$ cat config.mk
export PLATFORM = sky130hd
export DESIGN_NAME = prefetch_queue
export DESIGN_NICKNAME = d
export VERILOG_FILES = /design/src/rtl/prefetch_pkg.sv /design/src/rtl/pq_fifo.sv /design/src/rtl/prefetch_queue.sv
export SDC_FILE = /design/constraint.sdc
export NUM_CORES = 1
export LEC_CHECK = 0
export ABC_AREA = 1
export CAP_MARGIN = 20
export CORE_MARGIN = 2
export CORE_UTILIZATION = 56
export DETAILED_ROUTE_END_ITERATION = 6
export GPL_TIMING_DRIVEN = 0
export HOLD_SLACK_MARGIN = 0.15
export PLACE_DENSITY = 0.8
export SLEW_MARGIN = 20
export SYNTH_ARGS = -nofsm -noshare
export SYNTH_HDL_FRONTEND = slang
export SYNTH_SLANG_ARGS = --single-unit
$ cat constraint.sdc
create_clock -name clk -period 5.8 [get_ports clk]
set_clock_uncertainty 0.15 [all_clocks]
set_input_delay 1.16 -clock clk [delete_from_list [all_inputs] [get_ports clk]]
set_output_delay 1.16 -clock clk [all_outputs]
set_load 0.05 [all_outputs]
$ cat src/rtl/prefetch_pkg.sv
// prefetch_pkg: fetch FSM state encoding and PC increment shared by the
// prefetch queue and its storage.
package prefetch_pkg;

   // IDLE: nothing outstanding, WAIT: live request, DROP: stale request
   // whose response must be thrown away.
   typedef enum logic [1:0] {
      ST_IDLE = 2'd0,
      ST_WAIT = 2'd1,
      ST_DROP = 2'd2
   } pq_state_t;

   // Byte distance between consecutive fetched instructions.
   localparam int unsigned PC_STEP = 32'd4;

endpackage

$ cat src/rtl/pq_fifo.sv
// pq_fifo: ring buffer holding {pc, instruction} entries for the prefetch
// queue. Flush wins over push and pop; a pop of an empty buffer and a push
// into a full buffer (without a concurrent pop) are ignored.
module pq_fifo #(
   parameter int DEPTH = 4,
   parameter int W     = 64
) (
   input  logic                   clk,
   input  logic                   rst,
   input  logic                   push,
   input  logic [W-1:0]           wdata,
   input  logic                   pop,
   input  logic                   flush,
   output logic [W-1:0]           rdata,
   output logic [$clog2(DEPTH):0] count
);

   localparam int PW = $clog2(DEPTH);
   localparam int CW = PW + 1;
   localparam logic [CW-1:0] FULL_C  = CW'(DEPTH);
   localparam logic [CW-1:0] EMPTY_C = {CW{1'b0}};
   localparam logic [PW-1:0] PTR0_C  = {PW{1'b0}};
   localparam logic [PW-1:0] PTR1_C  = PW'(1'b1);

   logic [W-1:0]  mem_r [DEPTH];
   logic [PW-1:0] wr_ptr_r;
   logic [PW-1:0] rd_ptr_r;
   logic [CW-1:0] count_r;
   logic          do_push_s;
   logic          do_pop_s;

   // Qualify push and pop against the current occupancy
   always_comb begin
      do_push_s = 1'b0;
      do_pop_s  = 1'b0;
      if (flush) begin
         do_push_s = 1'b0;
         do_pop_s  = 1'b0;
      end else begin
         do_pop_s  = pop && (count_r != EMPTY_C);
         do_push_s = push && ((count_r != FULL_C) || do_pop_s);
      end
   end

   // Pointer and occupancy bookkeeping; pointers wrap because DEPTH is a power of two
   always_ff @(posedge clk or posedge rst) begin
      if (rst) begin
         wr_ptr_r <= PTR0_C;
         rd_ptr_r <= PTR0_C;
         count_r  <= EMPTY_C;
      end else if (flush) begin
         wr_ptr_r <= PTR0_C;
         rd_ptr_r <= PTR0_C;
         count_r  <= EMPTY_C;
      end else begin
         if (do_push_s) begin
            wr_ptr_r <= wr_ptr_r + PTR1_C;
         end
         if (do_pop_s) begin
            rd_ptr_r <= rd_ptr_r + PTR1_C;
         end
         case ({do_push_s, do_pop_s})
            2'b10:   count_r <= count_r + CW'(1'b1);
            2'b01:   count_r <= count_r - CW'(1'b1);
            default: count_r <= count_r;
         endcase
      end
   end

   // Entry storage; contents need no reset because occupancy guards every read
   always_ff @(posedge clk) begin
      if (do_push_s) begin
         mem_r[wr_ptr_r] <= wdata;
      end
   end

   assign rdata = mem_r[rd_ptr_r];
   assign count = count_r;

endmodule

$ cat src/rtl/prefetch_queue.sv
// prefetch_queue: instruction prefetcher. Keeps at most one request in
// flight to instruction memory, only when the queue is guaranteed room for
// the response, and buffers responses with their PCs for the consumer.
// A redirect flushes the queue and restarts fetching at redirect_pc; a
// response belonging to a request issued before the redirect is discarded.
// Optional build macro PREFETCH_BYPASS_EN: a response arriving while the
// queue is empty is presented to the consumer in the same cycle.
module prefetch_queue
   import prefetch_pkg::*;
#(
   parameter int            DEPTH    = 4,
   parameter int            AW       = 32,
   parameter int            IW       = 32,
   parameter logic [AW-1:0] RESET_PC = {AW{1'b0}}
) (
   input  logic                   clk,
   input  logic                   rstd,
   output logic                   imem_req,
   output logic [AW-1:0]          imem_addr,
   input  logic                   imem_ack,
   input  logic [IW-1:0]          imem_rdata,
   output logic                   ins_valid,
   output logic [IW-1:0]          ins,
   output logic [AW-1:0]          ins_pc,
   input  logic                   ins_ready,
   input  logic                   redirect,
   input  logic [AW-1:0]          redirect_pc,
   output logic [$clog2(DEPTH):0] count
);

   localparam int CW = $clog2(DEPTH) + 1;
   localparam logic [CW-1:0] DEPTH_C = CW'(DEPTH);
   localparam logic [CW-1:0] EMPTY_C = {CW{1'b0}};
   localparam logic [AW-1:0] STEP_C  = AW'(PC_STEP);

   pq_state_t        state_r;
   pq_state_t        state_s;
   logic [AW-1:0]    fpc_r;
   logic [AW-1:0]    fpc_s;
   logic [AW-1:0]    addr_r;
   logic [AW-1:0]    addr_s;
   logic             req_r;
   logic             req_s;
   logic             accept_s;
   logic             push_s;
   logic             pop_s;
   logic             head_valid_s;
   logic [AW+IW-1:0] head_s;
   logic [CW-1:0]    fifo_count_s;
`ifdef PREFETCH_BYPASS_EN
   logic             bypass_s;
`endif

   // Fetch FSM: decide next state, next fetch PC and the request registers
   always_comb begin
      state_s  = state_r;
      fpc_s    = fpc_r;
      req_s    = req_r;
      addr_s   = addr_r;
      accept_s = 1'b0;
      case (state_r)
         ST_IDLE: begin
            // Nothing is outstanding, so a free slot is simply count < DEPTH.
            if (redirect) begin
               fpc_s = redirect_pc;
            end else if (fifo_count_s < DEPTH_C) begin
               state_s = ST_WAIT;
               req_s   = 1'b1;
               addr_s  = fpc_r;
            end else begin
               state_s = ST_IDLE;
            end
         end
         ST_WAIT: begin
            if (imem_ack) begin
               state_s = ST_IDLE;
               req_s   = 1'b0;
               if (redirect) begin
                  // Response belongs to the old path: drop it, no DROP needed.
                  fpc_s = redirect_pc;
               end else begin
                  accept_s = 1'b1;
                  fpc_s    = fpc_r + STEP_C;
               end
            end else if (redirect) begin
               // Request stays on the bus with its old address until acked.
               state_s = ST_DROP;
               fpc_s   = redirect_pc;
            end else begin
               state_s = ST_WAIT;
            end
         end
         ST_DROP: begin
            if (redirect) begin
               fpc_s = redirect_pc;
            end else begin
               fpc_s = fpc_r;
            end
            if (imem_ack) begin
               state_s = ST_IDLE;
               req_s   = 1'b0;
            end else begin
               state_s = ST_DROP;
            end
         end
         default: begin
            state_s = ST_IDLE;
            req_s   = 1'b0;
         end
      endcase
   end

   // Fetch FSM state, fetch PC and request registers
   always_ff @(posedge clk or posedge rstd) begin
      if (rstd) begin
         state_r <= ST_IDLE;
         fpc_r   <= RESET_PC;
         req_r   <= 1'b0;
         addr_r  <= RESET_PC;
      end else begin
         state_r <= state_s;
         fpc_r   <= fpc_s;
         req_r   <= req_s;
         addr_r  <= addr_s;
      end
   end

   // Consumer side: head of queue (or bypassed response), pop and push control
   always_comb begin
      head_valid_s = (fifo_count_s != EMPTY_C);
      // A redirect flushes, so a same-cycle pop is meaningless.
      pop_s        = head_valid_s && ins_ready && !redirect;
`ifdef PREFETCH_BYPASS_EN
      bypass_s = accept_s && !head_valid_s;
      if (bypass_s) begin
         push_s    = !ins_ready;
         ins_valid = 1'b1;
         ins       = imem_rdata;
         ins_pc    = addr_r;
      end else begin
         push_s    = accept_s;
         ins_valid = head_valid_s;
         ins       = head_s[IW-1:0];
         ins_pc    = head_s[AW+IW-1:IW];
      end
`else
      push_s    = accept_s;
      ins_valid = head_valid_s;
      ins       = head_s[IW-1:0];
      ins_pc    = head_s[AW+IW-1:IW];
`endif
   end

   pq_fifo #(
      .DEPTH (DEPTH),
      .W     (AW + IW)
   ) u_fifo (
      .clk   (clk),
      .rst   (rstd),
      .push  (push_s),
      .wdata ({addr_r, imem_rdata}),
      .pop   (pop_s),
      .flush (redirect),
      .rdata (head_s),
      .count (fifo_count_s)
   );

   assign imem_req  = req_r;
   assign imem_addr = addr_r;
   assign count     = fifo_count_s;

endmodule

# After elaboration in Yosys (flattened, before gate mapping)
# Memories as Yosys holds them, arrays and structs flattened.
# Index checks and enable logic that the tools add are counted.
dict set report word_totals {
  input_bits 69
  mem_count 1
  wordCells 66
  latchBits 0
  mem_bits_rw 256
  rom_bits 0
  out_inout_bits 101
  ff_bits 74
}
# name depth width rd rd_clocked_by_memory_dff wr line
set mem_list {}
lappend mem_list {u_fifo.mem_r 4 64 1 0 1 pq_fifo.sv:25} ;# logic [W-1:0] mem_r [DEPTH];
dict set report op_classes {
  div_mod_pow 0
  bitwise_logic 1
  eq_ne 8
  addsub 5
  n_mul 0
  mux 27
  n_shift 0
  magnitude_cmp 1
  n_reduce_logical 16
}
# operator n
set op_table {}
lappend op_table {{32-bit 2-to-1 mux} 3}
lappend op_table {{32-bit case mux with 2 select lines} 1}
lappend op_table {{32-bit by 3-bit adder with 32-bit output, second input constant} 1}
lappend op_table {{2-bit 2-to-1 mux} 8}
lappend op_table {{1-bit 2-to-1 mux} 11}
lappend op_table {{2-bit case mux with 3 select lines} 1}
lappend op_table {{3-bit case mux with 2 select lines} 1}
lappend op_table {{3-bit AND reduction} 2}
lappend op_table {{2-bit nonzero test} 3}
lappend op_table {{3-bit nonzero test} 2}
lappend op_table {{2-bit by 1-bit adder with 2-bit output, second input constant} 2}
lappend op_table {{2-bit by 1-bit == test with 1-bit output, second input constant} 2}
lappend op_table {{2-bit == test, second input constant} 2}
lappend op_table {{1-bit logical AND} 4}
lappend op_table {{2-bit inequality test, second input constant} 2}
lappend op_table {{2-bit OR reduction} 2}
lappend op_table {{3-bit by 1-bit adder with 3-bit output, second input constant} 1}
lappend op_table {{3-bit less-than comparator, second input constant} 1}
lappend op_table {{3-bit 2-to-1 mux} 1}
lappend op_table {{3-bit inequality test, second input constant} 1}
lappend op_table {{3-bit by 1-bit subtractor with 3-bit output, second input constant} 1}
lappend op_table {{2-bit zero test} 1}
lappend op_table {{2-bit by 1-bit inequality test with 1-bit output, second input constant} 1}
lappend op_table {{1-bit case mux with 2 select lines} 1}
lappend op_table {{3 further kinds} 3}

# Logic depth before layout (Yosys ltp)
dict set report depth {
  ltp_word 10
  mapped_depth 12
  depth_no_buf 12
}

# By module
# Synthesis repeated with hierarchy kept, for this count alone.
dict set report hier_totals {
  hier_cells 1239
  area_unflattened_um2 13954.6
}
# module cells_each area_each_um2 seq_area_each_um2 n_inst
set by_module_without_submodules {}
lappend by_module_without_submodules {pq_fifo 686 9964.6 7862.5 1}
lappend by_module_without_submodules {prefetch_queue 553 3990.1 1676.6 1}

# Worst setup path after synthesis
# OpenSTA, ideal clock, no wires.
dict set report synth_timing {
  path_kind {reg2reg}
  startpoint {reg u_fifo.count_r[2], in the netlist u_fifo.count[2]}
  endpoint {mem u_fifo.mem_r[0][0], enable pin}
  stages_incl_launch_ff 7
  synth_period_minus_slack_ns 5.052
  required_time_ns 5.164
  slack_ns 0.748
  t_arrival_ns 4.415
  path_buffers 1
  path_cell_list {dfrtp_1 buf_2 nand3b_1 nand3_2 nand4_1 nand2_1 nor2_1}
}
dict set report synth_between {
  elab_chain_cells 9
  elab_cells_between_ends 10
  classes_between {eq/ne (1); mux (3); reduce/logical (6)}
}
# element line
set synth_lines {}
lappend synth_lines {{from (decl)} pq_fifo.sv:28} ;# logic [CW-1:0] count_r;
lappend synth_lines {{from (signal assigned)} pq_fifo.sv:63} ;# 2'b10: count_r <= count_r + CW'(1'b1);
lappend synth_lines {{from (signal assigned)} pq_fifo.sv:64} ;# 2'b01: count_r <= count_r - CW'(1'b1);
lappend synth_lines {{from (signal assigned)} pq_fifo.sv:65} ;# default: count_r <= count_r;
lappend synth_lines {{3-bit nonzero test *} prefetch_queue.sv:130} ;# head_valid_s = (fifo_count_s != EMPTY_C);
lappend synth_lines {{named net ins_valid} prefetch_queue.sv:22} ;# output logic ins_valid,
lappend synth_lines {{1-bit logical AND (2 in a row)} prefetch_queue.sv:132} ;# pop_s = head_valid_s && ins_ready && !redirect;
lappend synth_lines {{1-bit logical AND *} pq_fifo.sv:40} ;# do_pop_s = pop && (count_r != EMPTY_C);
lappend synth_lines {{1-bit logical OR *} pq_fifo.sv:41} ;# do_push_s = push && ((count_r != FULL_C) || do_pop_s);
lappend synth_lines {{1-bit logical AND *} pq_fifo.sv:41}
lappend synth_lines {{1-bit 2-to-1 mux *} pq_fifo.sv:36} ;# if (flush) begin
lappend synth_lines {{1-bit 2-to-1 mux *} pq_fifo.sv:72} ;# if (do_push_s) begin
lappend synth_lines {{1-bit 2-to-1 mux (implied by the code) *} pq_fifo.sv:73} ;# mem_r[wr_ptr_r] <= wdata;
lappend synth_lines {{to (decl)} pq_fifo.sv:25}
# Mark *: on every way through the listed nets, which the timed path passes. The rest lies on a longest branch.

# Worst setup path after layout
dict set report layout_timing {
  startpoint {reg u_fifo.rd_ptr_r[0]}
  endpoint {out ins_pc[23]}
}
dict set report layout_between {
  elab_chain_cells 1
}
# element line
set layout_lines {}
lappend layout_lines {{from (decl)} pq_fifo.sv:27} ;# logic [PW-1:0] rd_ptr_r;
lappend layout_lines {{from (signal assigned)} pq_fifo.sv:60} ;# rd_ptr_r <= rd_ptr_r + PTR1_C;
lappend layout_lines {{memory read 4 x 64 bit} --}
lappend layout_lines {{to (decl)} prefetch_queue.sv:24} ;# output logic [AW-1:0] ins_pc,
# Every way passes these cells.

==> run_results.csv <==
group,metric,value,unit
place,dpl_worst_slack,1.687,ns
cells_and_area,final_core_utilization,70.85,%
power,worst_ir_drop_vdd,338.6,µV
yosys,synthesis_stage_register_bit_count,330,
critical_path,regToRegStartpoint,"state_r[1]",
critical_path,worst_path_dominant_cell_family,"buffers and inverters",
floorplanning,fp.dieArea,25950,µm²
yosys,synth_nets,1302,
grt,gr-total-overflow,0,
yosys,post-synth-top-area-fraction,55.63,%
drt,vias,10190,
clock_tree,cts_hold_buf,0,
clock_tree,post_cts_resize_count,0,
yosys,postSynthCellCount,1222,
floorplanning,placeableCoreArea,24250,µm²
power,power,8.515,mW
drt,number_of_remaining_drc_errors,0,
drt,m1WireLength,14170,µm
sta,fmax,211.5,MHz
sta,final_period_minus_worst_setup_slack,4.728,ns
sta,timing.slew.headroom,51.07,%
yosys,yosysSeqAreaShare,69.03,%
drt,avgViaCountPerCell,5.712,
place,buffer_ports.inserted,169,
cells_and_area,layoutNonFillerInstCount,1783,
sta,slew_viol_final,0,
sta,timing_worst_slew_pin_value,0.7322,ns
yosys,yosysWarnings,0,
grt,first_global_vias,9730,
drt,detail-route-antenna-nets,0,
critical_path,critical_path.endpoint_type,"output port",
outcome,outcome,"complete, no violations",
floorplanning,io-pin-count,170,
clock_tree,clkTransAtPathRegs,0.07,ns
sta,final_min_period_over_clock_period,81.51,%
yosys,edff_count_synth,256,
yosys,number_of_distinct_standard_cells_referenced_by_the_synthesized_netlist,41,
sta,timing.final.ws_setup,1.072,ns
clock_tree,post_cts.repair.setup_buffers,0,
critical_path,cp-start-kind,"flip-flop",
clock_tree,tritoncts,"built",
yosys,synthesis.area,13820,µm²
drt,drt_first_pass_iters,5,
yosys,ys_top_cells_by_count,"256 x sky130_fd_sc_hd__edfxtp_1, 179 x sky130_fd_sc_hd__nor2_1, 170 x sky130_fd_sc_hd__o21ai_0, 168 x sky130_fd_sc_hd__nand2_1, 74 x sky130_fd_sc_hd__dfrtp_1",
sta,whs,0.3385,ns
yosys,mean_instance_size_in_the_synthesized_netlist,11.31,µm²
clock_tree,cts_max_level,1,
cells_and_area,layout.filler_cells,1679,
critical_path,critical-path-slowest-cell,"sky130_fd_sc_hd__clkdlybuf4s50_1",
yosys,synth_largest_area_cell,"sky130_fd_sc_hd__edfxtp_1",
clock_tree,cts_sinks,330,
drt,routed.top_layer,"met4",
floorplanning,chipHeight,161.1,µm
yosys,ffs_w_async_s_r_synth,22.42,%
place,place_hpwl,23520,µm
cells_and_area,seqCellArea,9539,µm²
clock_tree,tritoncts_buffers,31,
critical_path,critical_path_arrival,3.42,ns
grt,grt_pass1_wl,53830,µm
clock_tree,max-clock-path-buffers,3,
critical_path,cp.buffers_inverters,5,
drt,met3_length,2498,µm
power,cellPowerDensity,495.6,nW/µm²
critical_path,worst_r2r_endpoint,"u_fifo.mem_r[3][38]",
cells_and_area,area_occupied_by_multi_input_gates,3736,µm²
critical_path,critical_path.max_stage_delay,0.87,ns
cells_and_area,area.growth.synth_to_final,24.33,%
critical_path,r2r_setup_slack,3.07,ns
critical_path,cp_data_required_time,4.49,ns
critical_path,library_cell_appearing_most_often_on_the_critical_path,"sky130_fd_sc_hd__buf_2",
floorplanning,floorplan.die.width,161.1,µm
yosys,yosys.cell_count.top_type,"sky130_fd_sc_hd__edfxtp_1",
drt,average_routed_wire_per_standard_cell,19.33,µm
drt,drt-initial-drc-count,1075,
sta,grt_setup_unrepaired,"no",
yosys,dominantRegCellSynth,"sky130_fd_sc_hd__edfxtp_1",
clock_tree,clk_latency,0.56,ns
place,gpl.final_weighted_congestion,0.9140,
sta,hold_viol,0,
grt,antenna_found_initial,0,
critical_path,cp_class,"flip-flop to output port",
drt,wl_met2,17050,µm
critical_path,worst_setup_path_endpoint,"ins_pc[23]",
power,power_leakage,6.412,nW
cells_and_area,post_route_cells_drive_above_1_share,8.979,%
place,post_dp_cell_area,16170,µm²
place,dp_cells,1725,
cells_and_area,design.final.nets,1514,
critical_path,critical_path_cell_count,7,
sta,timing.final.setup_violations,0,
critical_path,ordered_list_of_cells_on_the_worst_path,"buf_2 -> inv_2 -> buf_2 -> clkbuf_1 -> o21ai_0 -> o22ai_1 -> clkdlybuf4s50_1",
cells_and_area,num_antenna_cells,0,
critical_path,critical_path.startpoint,"u_fifo.rd_ptr_r[0]",
critical_path,crit_path_max_fanout,10,
clock_tree,cts_root_buffer,"sky130_fd_sc_hd__clkbuf_16",
sta,tns,0,ns
floorplanning,initial_core_util,56.99,%
floorplanning,std_cell_rows,57,
drt,drt-total-wl,34470,µm
critical_path,r2r_cells,7,
yosys,ys_top_cells_by_area,"sky130_fd_sc_hd__edfxtp_1 56%, sky130_fd_sc_hd__dfrtp_1 13%, sky130_fd_sc_hd__o21ai_0 6.2%",
flow_run,maxCapViolCount,0,
worst_hold_path,hp-class,"flip-flop to flip-flop",
grt,global_route.usage.total,26.59,%
cells_and_area,final_instance_area,17180,µm²
grt,largest_net_degree_at_the_start_of_global_routing,39,
state kept, by name, indices dropped and copies added, names as in the netlist:
| signal | cells |
|---|---|
| u_fifo.mem_r | 256 |
| fpc_r | 32 |
| state_r | 2 |
| u_fifo.count | 3 |
| imem_addr | 32 |
| u_fifo.rd_ptr_r | 2 |
| u_fifo.wr_ptr_r | 2 |
| imem_req | 1 |
routing by layer:
metal	vias to the layer above	track usage (%)
met3	56	3.159
met2	462	44.65
li1	4747	-
met1	4920	37.43
met5	-	0
met4	0	7.102
layout make-up:
cell class | instances | area share, %
flip-flops and latches | 330 | 55.52
multi-input cells | 749 | 21.75
repair buffers | 179 | 11.14
clock buffers | 41 | 4.967
well taps | 324 | 2.360
inverters | 82 | 1.806
plain buffers | 61 | 1.544
clock inverters | 17 | 0.9104
where the power goes:
part / switching (mW) / internal (mW) / total [mW] / leakage (nW)
registers: 0.354 / 2.95 / 3.30 / 3.23
clock network: 0.852 / 1.13 / 1.98 / 0.493
logic: 2.26 / 0.969 / 3.23 / 2.69
worst register-to-register path, delay by kind of cell, from the launching register on:
family / cells / cell delay (ns)
adders and majority gates: 1 / 0.16
buffers and inverters: 2 / 0.38
DFF: 1 / 0.42
and+or+nand+nor: 4 / 1.29
cells in the final DEF, fill, tap and decap left out, types with 4 or more instances in the layout:
cell type | netlist | routed
sky130_fd_sc_hd__edfxtp_1 | 256 | 256
sky130_fd_sc_hd__a21oi_1 | 10 | 10
sky130_fd_sc_hd__clkdlybuf4s50_1 | 0 | 169
sky130_fd_sc_hd__buf_12 | 0 | 7
sky130_fd_sc_hd__nand2_1 | 168 | 168
sky130_fd_sc_hd__dfrtp_1 | 74 | 74
sky130_fd_sc_hd__o21ai_1 | 21 | 21
sky130_fd_sc_hd__o21ai_0 | 170 | 170
sky130_fd_sc_hd__clkbuf_1 | 35 | 41
sky130_fd_sc_hd__inv_2 | 12 | 12
sky130_fd_sc_hd__nor2_2 | 6 | 6
sky130_fd_sc_hd__nor2_1 | 179 | 175
sky130_fd_sc_hd__clkbuf_16 | 0 | 31
sky130_fd_sc_hd__nand2_2 | 8 | 8
sky130_fd_sc_hd__o211ai_1 | 9 | 9
sky130_fd_sc_hd__nor3_1 | 5 | 5
sky130_fd_sc_hd__ha_1 | 10 | 10
sky130_fd_sc_hd__inv_1 | 69 | 68
sky130_fd_sc_hd__clkinv_2 | 0 | 7
sky130_fd_sc_hd__nand4_1 | 16 | 16
sky130_fd_sc_hd__nor2_4 | 4 | 8
sky130_fd_sc_hd__nand3_1 | 55 | 55
sky130_fd_sc_hd__clkbuf_8 | 0 | 4
sky130_fd_sc_hd__buf_2 | 23 | 23
sky130_fd_sc_hd__o22ai_1 | 64 | 64
kinds of logic (layout without fill, tap and decap cells):
kind of cell	Yosys count	count (layout)	synth area share (%)
adders and majority gates	11	11	1.050
muxes	3	3	0.2445
xor gates and xnor gates	3	3	0.2445
buffers and inverters	143	380	4.147
DFF	330	330	69.03
AOI/OAI and AO/OA	279	279	10.97
and+or+nand+nor	453	453	14.32
how the worst min path moves through the flow:
| stage | from | to | slack [ns] | depth (start not counted) |
|---|---|---|---|---|
| floorplan | fpc_r[0] | fpc_r[0] | 0.28 | 2 |
| global placement | fpc_r[0] | fpc_r[0] | 0.32 | 2 |
| detailed placement | fpc_r[0] | fpc_r[0] | 0.32 | 2 |
| CTS | fpc_r[0] | fpc_r[0] | 0.33 | 2 |
| global route | fpc_r[0] | fpc_r[0] | 0.35 | 2 |
| finish | fpc_r[0] | fpc_r[0] | 0.34 | 2 |
Note: power is estimated with default switching activity, not from simulation.
